[src/rtl/pattern_scan_ctrl_pkg.sv]
// Shared definitions for the pattern scan controller.
//   - 2-bit state encodings (IDLE, SHIFT, REPORT, CLEAR) and the FSM enum
//   - hit_cnt_w(): width needed to count 0..w hits in one word
package pattern_scan_ctrl_pkg;

  localparam logic [1:0] ST_IDLE   = 2'd0;
  localparam logic [1:0] ST_SHIFT  = 2'd1;
  localparam logic [1:0] ST_REPORT = 2'd2;
  localparam logic [1:0] ST_CLEAR  = 2'd3;

  typedef enum logic [1:0] {
    IDLE   = ST_IDLE,
    SHIFT  = ST_SHIFT,
    REPORT = ST_REPORT,
    CLEAR  = ST_CLEAR
  } state_e;

  function automatic int hit_cnt_w(input int w);
    return $clog2(w + 1);
  endfunction

endpackage

[src/rtl/pattern_scan_piso.sv]
// W-bit parallel-in serial-out shifter, MSB first.
//   clk, rst : clock, async active-high reset
//   load_i   : capture data_i, restart bit index at 0
//   data_i   : parallel word
//   shift_i  : advance one bit (ignored when load_i is high)
//   bit_o    : current serial bit (flop output)
//   last_o   : current bit is the final one of the word
module pattern_scan_piso #(
  parameter int W = 8
) (
  input  logic         clk,
  input  logic         rst,
  input  logic         load_i,
  input  logic [W-1:0] data_i,
  input  logic         shift_i,
  output logic         bit_o,
  output logic         last_o
);
  localparam int IW = $clog2(W);

  logic [W-1:0]  sr_q;
  logic [IW-1:0] idx_q;

  always_ff @(posedge clk or posedge rst) begin
    if (rst) begin
      sr_q  <= '0;
      idx_q <= '0;
    end else if (load_i) begin
      sr_q  <= data_i;
      idx_q <= '0;
    end else if (shift_i) begin
      // zero fill: the register drains to 0 once a word is fully sent
      sr_q  <= {sr_q[W-2:0], 1'b0};
      idx_q <= idx_q + IW'(1);
    end
  end

  assign bit_o  = sr_q[W-1];
  assign last_o = (idx_q == IW'(W - 1));

endmodule

[src/rtl/pattern_scan_ctrl.sv]
// Sequencer for a single-bit 1011 Mealy detector: accepts W-bit words on a
// valid/ready handshake, streams them MSB first into the detector and counts
// hits per word and in total.
//   clk, rst       : clock, async active-high reset
//   word_i/word_valid_i/word_ready_o : word handshake
//   chain_i        : 1 = keep detector history across words, 0 = clear first
//   abort_i        : abandon current word (SHIFT/CLEAR only)
//   total_clr_i    : synchronous clear of total_hits_o (wins over a hit)
//   det_d_o/det_valid_o/det_clr_o : detector drive; det_pattern_i : its output
//   done_o         : one-cycle pulse per completed word
//   word_hits_o    : hits of last completed word
//   total_hits_o   : saturating running hit count
module pattern_scan_ctrl
  import pattern_scan_ctrl_pkg::*;
#(
  parameter  int W  = 8,
  parameter  int TW = 16,
  localparam int CW = hit_cnt_w(W)
) (
  input  logic          clk,
  input  logic          rst,
  input  logic [W-1:0]  word_i,
  input  logic          word_valid_i,
  output logic          word_ready_o,
  input  logic          chain_i,
  input  logic          abort_i,
  input  logic          total_clr_i,
  output logic          det_d_o,
  output logic          det_valid_o,
  output logic          det_clr_o,
  input  logic          det_pattern_i,
  output logic          done_o,
  output logic [CW-1:0] word_hits_o,
  output logic [TW-1:0] total_hits_o
);

  state_e        state_q, state_d;
  logic          abort_q, abort_d;
  logic [CW-1:0] cnt_q, cnt_d;
  logic [CW-1:0] word_hits_q, word_hits_d;
  logic [TW-1:0] total_q, total_d;
  logic          ready_q, done_q, clr_q, valid_q;
  logic          load, shift, last, hit;

  pattern_scan_piso #(.W(W)) u_piso (
    .clk     (clk),
    .rst     (rst),
    .load_i  (load),
    .data_i  (word_i),
    .shift_i (shift),
    .bit_o   (det_d_o),
    .last_o  (last)
  );

  // valid_q is high exactly in SHIFT cycles, so this is a qualified hit
  assign hit = valid_q & det_pattern_i;

  always_comb begin
    state_d     = state_q;
    abort_d     = abort_q;
    cnt_d       = cnt_q;
    word_hits_d = word_hits_q;
    load        = 1'b0;
    shift       = 1'b0;
    case (state_q)
      IDLE: begin
        if (word_valid_i) begin
          load    = 1'b1;
          cnt_d   = '0;
          abort_d = 1'b0;
          state_d = chain_i ? SHIFT : CLEAR;
        end
      end
      CLEAR: begin
        // abort_q marks a clear that terminates the word rather than starting it
        if (abort_q) begin
          abort_d = 1'b0;
          state_d = IDLE;
        end else if (abort_i) begin
          abort_d = 1'b1;
          state_d = CLEAR;
        end else begin
          state_d = SHIFT;
        end
      end
      SHIFT: begin
        shift = 1'b1;
        if (hit) cnt_d = cnt_q + CW'(1);
        if (abort_i) begin
          abort_d = 1'b1;
          state_d = CLEAR;
        end else if (last) begin
          word_hits_d = cnt_q + CW'(hit);
          state_d     = REPORT;
        end
      end
      REPORT:  state_d = IDLE;
      default: state_d = IDLE;
    endcase
  end

  always_comb begin
    total_d = total_q;
    if (total_clr_i)
      total_d = '0;
    else if (hit && (total_q != {TW{1'b1}}))
      total_d = total_q + TW'(1);
  end

  // outputs are decoded from the next state so they line up with state_q
  always_ff @(posedge clk or posedge rst) begin
    if (rst) begin
      state_q     <= IDLE;
      abort_q     <= 1'b0;
      cnt_q       <= '0;
      word_hits_q <= '0;
      total_q     <= '0;
      ready_q     <= 1'b1;
      done_q      <= 1'b0;
      clr_q       <= 1'b1;
      valid_q     <= 1'b0;
    end else begin
      state_q     <= state_d;
      abort_q     <= abort_d;
      cnt_q       <= cnt_d;
      word_hits_q <= word_hits_d;
      total_q     <= total_d;
      ready_q     <= (state_d == IDLE);
      done_q      <= (state_d == REPORT);
      clr_q       <= (state_d == CLEAR);
      valid_q     <= (state_d == SHIFT);
    end
  end

  assign word_ready_o = ready_q;
  assign done_o       = done_q;
  assign det_clr_o    = clr_q;
  assign det_valid_o  = valid_q;
  assign word_hits_o  = word_hits_q;
  assign total_hits_o = total_q;

endmodule

[config.mk]
export PLATFORM = sky130hd
export DESIGN_NAME = pattern_scan_ctrl
export DESIGN_NICKNAME = d
export VERILOG_FILES = /design/src/rtl/pattern_scan_ctrl_pkg.sv /design/src/rtl/pattern_scan_piso.sv /design/src/rtl/pattern_scan_ctrl.sv
export SDC_FILE = /design/constraint.sdc
export NUM_CORES = 1
export LEC_CHECK = 0
export ABC_AREA = 1
export BUFFER_PORTS_ARGS = -buffer_cell sky130_fd_sc_hd__buf_2
export CAP_MARGIN = 20
export CELL_PAD_IN_SITES_DETAIL_PLACEMENT = 1
export CELL_PAD_IN_SITES_GLOBAL_PLACEMENT = 2
export CORE_ASPECT_RATIO = 1.1
export CORE_MARGIN = 1.5
export CORE_UTILIZATION = 29
export DETAILED_ROUTE_END_ITERATION = 10
export MAX_ROUTING_LAYER = met4
export PLACE_DENSITY = 0.76
export SYNTH_ARGS = -nofsm -noshare
export SYNTH_HDL_FRONTEND = slang
export SYNTH_HIERARCHICAL = 1
export SYNTH_SLANG_ARGS = --single-unit
[constraint.sdc]
create_clock -name clk -period 1.5 [get_ports clk]
set_clock_uncertainty 0.05 [all_clocks]
set_input_delay 0.3 -clock clk [delete_from_list [all_inputs] [get_ports clk]]
set_output_delay 0.3 -clock clk [all_outputs]
set_load 0.05 [all_outputs]
======== Word-level counts from Yosys, hierarchy flattened ========
Cells that the tools add are included.
word-level totals
  flip-flop bits (word level) ............. 42
  bits in latches ......................... 0
  memory bits (writable) .................. 0
  ROM bits ................................ 0
  input port bits ......................... 15
  output and inout port bits .............. 25
  word-level logic and storage cells ...... 62
  memories ................................ 0
cells by class
  add/subtract/negate cells ............... 4
  multiply operators ...................... 0
  div/mod/pow operators ................... 0
  $lt $le $gt $ge ......................... 0
  equality and inequality tests ........... 11
  shift operators ......................... 0
  muxes and demuxes ....................... 24
  bitwise logic cells ..................... 2
  reduce and logical (&&, ||, !) cells .... 10
operator list
  cell                                                  number
  2-to-1 mux 16 bit                                     2
  adder 16 x 1 -> 16 bit (second input constant)        1
  2-to-1 mux 8 bit                                      2
  inequality test 16 bit (second input constant)        1
  2-to-1 mux 2 bit                                      6
  AND reduction 3 bit                                   3
  equality test 2 bit (second input constant)           4
  2-to-1 mux 4 bit                                      2
  one-hot mux 2 bit (4 select lines)                    1
  one-hot mux 4 bit (2 select lines)                    1
  2-to-1 mux 1 bit                                      7
  2-to-1 mux 3 bit                                      2
  inequality test 2 bit (second input constant)         3
  nonzero test 2 bit                                    3
  adder 4 x 1 -> 4 bit                                  1
  adder 4 x 1 -> 4 bit (second input constant)          1
  equality test 2 x 1 -> 1 bit (second input constant)  2
  zero test 2 bit                                       2
  adder 3 x 1 -> 3 bit (second input constant)          1
  equality test 3 bit (second input constant)           1
  one-hot mux 1 bit (3 select lines)                    1
  nonzero test 3 bit                                    1
  AND 1 bit                                             1
  logical AND 1 bit                                     1
  inverter 1 bit                                        1

======== Depth between registers and ports, before layout ========
  word-level depth ........................ 5
  depth in mapped cells ................... 10
  gate-level depth less buffers ........... 9

======== Modules after synthesis ========
The synthesis kept the hierarchy.
by module, submodules not included
  module             instances  cells an instance  area each (µm²)  seq. area each (µm²)
  pattern_scan_ctrl  1          215                1666.6           778.2
  pattern_scan_piso  1          59                 511.7            275.3

======== Worst setup path after synthesis ========
No wires, ideal clock.
  path kind ............................... reg-to-reg
  from .................................... register total_q[1], in the netlist total_hits_o[1]
  to ...................................... register total_q[7], in the netlist total_hits_o[7]
  setup time .............................. 0.120 ns
  arrival time ............................ 1.722 ns
  data required time ...................... 1.330 ns
  slack ................................... -0.392 ns
  cell stages (with the launch flop) ...... 10
  buffers on the path ..................... 1
  clock period less this slack ............ 1.892 ns
  cells stage by stage .................... dfrtp_1 -> ha_1 -> nand2_1 -> nor2_2 -> nand2_2 -> nor2_2 -> nor2_1 -> buf_2 -> nand3_1 -> nand2_1
on the way
  longest elaborated chain between the ends .. 3
  elaborated cells between the ends (all ways) .. 6
  those cells by class .................... add/sub (1); eq/ne (1); mux (2); reduce/logical (2)
RTL lines
  element                                                           line                                                text
  from (decl)                                                       pattern_scan_ctrl.sv:41                             logic [TW-1:0] total_q, total_d;
  from (signal assigned)                                            pattern_scan_ctrl.sv:127                            total_q <= total_d;
  adder 16 x 1 -> 16 bit or inequality test 16 bit (tied branches)  pattern_scan_ctrl.sv:107, pattern_scan_ctrl.sv:106
  2-to-1 mux 16 bit or logical AND 1 bit (tied branches)            pattern_scan_ctrl.sv:106                            else if (hit && (total_q != {TW{1'b1}}))
  2-to-1 mux 16 bit or nonzero test 2 bit (tied branches)           n/a
Parallel ways exist; a longest one is shown, timed or not. The select of a mux whose other input is x is not followed.
A chain may end at the register's enable or synchronous reset.

======== Worst setup path in the final report ========
  from .................................... register total_q[1], in the netlist total_hits_o[1]
  to ...................................... register total_q[3], in the netlist total_hits_o[3]
The elaborated chain is that of the path after synthesis.

==> results.sh <==
export IMPL_layout_common_cells="nand2_1, buf_2, nand3_1"
export IMPL_p_int_mw=2.475
export IMPL_rsz0062_at_grt="true"
export IMPL_grt_pass1_vias=2203
export IMPL_clock_latency_ns=0.30
export IMPL_drc=5
export IMPL_status="complete, but fails checks"
export IMPL_period_share_pct=100.8
export IMPL_core_area_um2=7127
export IMPL_synthCells=274
export IMPL_placementRows=32
export IMPL_synth_seq_cells=42
export IMPL_vias=2096
export IMPL_die_w_um=85.64
export IMPL_overflow=0
export IMPL_clkTransAtPathRegs_ns=0.08
export IMPL_final_common_cell="nand2_1"
export IMPL_gp_congestion=0.7450
export IMPL_track_usage_pct=16.67
export IMPL_cp_common_cell="nor2_4"
export IMPL_layout_drive_gt1_share_pct=37.01
export IMPL_drt_first_iter_violations=87
export IMPL_p_leak_nw=1.541
export IMPL_timing_final_crit_period_ns=1.513
export IMPL_dp_slack_ns=-0.3876
export IMPL_cts_sinks=42
export IMPL_vdd_ir_drop_max_uv=795.4
export IMPL_root_buffer="clkbuf_8"
export IMPL_n_antenna_cell=0
export IMPL_drv_cap=0
export IMPL_cp_start_kind="flop"
export IMPL_wl_mm=6.018
export IMPL_synth_distinct_cells=26
export IMPL_finalPower_mw=4.210
export IMPL_synthesis_nets=295
export IMPL_crit_chain="ha_4 -> nand2_4 -> nor2_4 -> nand2_2 -> nor2_4 -> buf_6 -> o21ai_4 -> buf_4 -> nand3_1 -> nand2_1"
export IMPL_clkPwrFrac_pct=21.6
export IMPL_synth_yosys_seq_area_share_pct=48.36
export IMPL_wire_per_inst_um=13.71
export IMPL_antenna_found_initial=0
export IMPL_violations="design-rule violations, negative setup slack"
export IMPL_critPathMaxStageDelay_ns=0.43
export IMPL_setup_viol=3
export IMPL_first_pass_iters=7
export IMPL_synth_edff_count=0
export IMPL_setup_ws_ns=-0.01272
export IMPL_hp_class="input port to flop"
export IMPL_crit_required_ns=1.68
export IMPL_initial_core_util_pct=30.57
export IMPL_nets=374
export IMPL_ios=40
export IMPL_p_sw_mw=1.735
export IMPL_critPathMaxFanout=3
export IMPL_cts_tree="done"
export IMPL_sw_frac_of_total_pct=41.21
export IMPL_max_slew_worst_pin_slew_ns=0.4449
export IMPL_end_kind="flop"
export IMPL_power_per_cell_area_nw_per_um2=1415
export IMPL_clockBufferDepth=2
export IMPL_critPathKind="flop to flop"
export IMPL_crit_slowest_cell="dfrtp_2"
export IMPL_slew_viol_final=0
export IMPL_dp_hpwl_mm=4.466
export IMPL_htreeDepth=2
export IMPL_ys_flop_type="dfrtp_1"
export IMPL_synth_warning_count=6
export IMPL_chipHeight_um=93.90
export IMPL_die_area_um2=8041
export IMPL_ant_nets=0
export IMPL_area_growth_pct=36.59
export IMPL_grt_max_degree=32
export IMPL_final_hold_violation_count=0
export IMPL_syn_cell_area_um2=2178
export IMPL_slew_headroom_pct=70.31
export IMPL_worstPathArrival_ns=1.70
export IMPL_via_per_inst=4.774
export IMPL_numPortBuffers=39
export IMPL_cts_buffers=5
export IMPL_async_flop_share_pct=100.0
export IMPL_pwr_share_comb_pct=39.5
export IMPL_grt_pass1_wl_mm=10.24
export IMPL_fmax_mhz=661.1
export IMPL_p_seq_share_pct=39.0
export IMPL_synth_area_per_cell_um2=7.950
export IMPL_hold_ws_ns=0.1562
-- path summary, 6_finish.rpt --
check | from | end | slack (ns) | cells past startpoint
min reg2reg | word_hits_o[1]$_DFFE_PP0P_ | word_hits_o[1]$_DFFE_PP0P_ | 0.43 | 2
max in group asynchronous | rst | u_piso/sr_q[0]$_DFFE_PP0P_ | 0.59 | 3
max reg2reg | total_hits_o[1]$_DFFE_PP0P_ | total_hits_o[3]$_DFFE_PP0P_ | -0.01 | 10
min | word_i[0] | u_piso/sr_q[0]$_DFFE_PP0P_ | 0.16 | 3
max | total_hits_o[1]$_DFFE_PP0P_ | total_hits_o[3]$_DFFE_PP0P_ | -0.01 | 10
min in group asynchronous | rst | u_piso/sr_q[4]$_DFFE_PP0P_ | 0.50 | 3
-- cell type report --
class / count / area (um2)
sequential: 42 / 1071
clock buffer: 5 / 68.82
tap: 85 / 106.4
timing repair buffer: 77 / 506.7
inverter: 25 / 98.84
multi-input combinational: 202 / 1084
fill: 895 / 4151
clock inverter: 3 / 40.04
-- per-stage QoR --
step,cell area [um2],instances,setup TNS (ns),util (%)
detailed placement,2764,427,-3.823,38.78
global placement,2764,427,-3.242,38.78
CTS,2927,438,-0.02699,41.06
floorplan,2236,274,-1.197,-
global route,2975,439,-0.9879,41.75
finish,2975,439,-0.01381,41.75
-- worst max-delay path, delay by kind of cell (launching register included) --
family | cells | cell delay [ns]
compound gates | 1 | 0.17
fa+ha+maj | 1 | 0.18
buf+inv | 2 | 0.27
flops | 1 | 0.43
simple gates | 6 | 0.36
-- cell families after synthesis --
group | synth area share (%)
AO/OA/AOI/OAI | 3.964
XOR/XNOR | 3.217
adder cells (fa/ha/maj) | 3.446
buffers and inverters | 6.088
flip-flops | 48.36
AND/OR/NAND/NOR | 34.92
-- cells in the mapped netlist (2+ instances only) --
cell / number / area share [%]
nand3_1: 39 / 9.0
buf_6: 2 / 1.0
dfstp_2: 2 / 2.4
a21oi_1: 7 / 1.6
nor2_1: 25 / 4.3
nor2_2: 3 / 0.86
dfrtp_1: 40 / 46
ha_1: 6 / 3.4
nor2_4: 2 / 1.0
xor2_1: 6 / 2.4
nand2_1: 92 / 16
inv_1: 22 / 3.8
o21ai_0: 4 / 0.92
nand4_1: 9 / 2.6
inv_2: 3 / 0.52
xnor2_1: 2 / 0.80
-- registers in the layout (all words and copies together) (netlist names) --
name,cells
total_hits_o,16
u_piso/sr_q,8
cnt_q,4
word_hits_o,4
u_piso/idx_q,3
state_q,2
abort_q,1
det_clr_o,1
det_valid_o,1
done_o,1
word_ready_o,1
-- power groups by stage --
stage	registers, mW	logic [mW]	clock network, mW
floorplan	2.00	0.823	0
global placement	1.66	1.59	0
detailed placement	1.67	1.63	0
CTS	1.65	1.65	0.948
global route	1.69	1.87	0.977
finish	1.64	1.66	0.909
-- per-layer routing --
metal	global-route usage [%]	part of all wire (%)	routed length, um	vias to the layer above
li1	-	-	-	1040
met4	4.839	1.2	73	0
met3	2.988	2.7	163	5
met5	-	0	0	-
met1	18.70	42	2523	1022
met2	30.25	54	3257	29
-- what timing repair did --
action                                  in CTS  in global routing
pin swaps                                    1                  0
endpoints found under the setup margin      20                 31
hold buffers                                 1                  0
setup buffers                                2                  1
resized for setup                            8                 16
endpoints found under the hold margin       30                  0
Power figures use the tool's default switching activity.
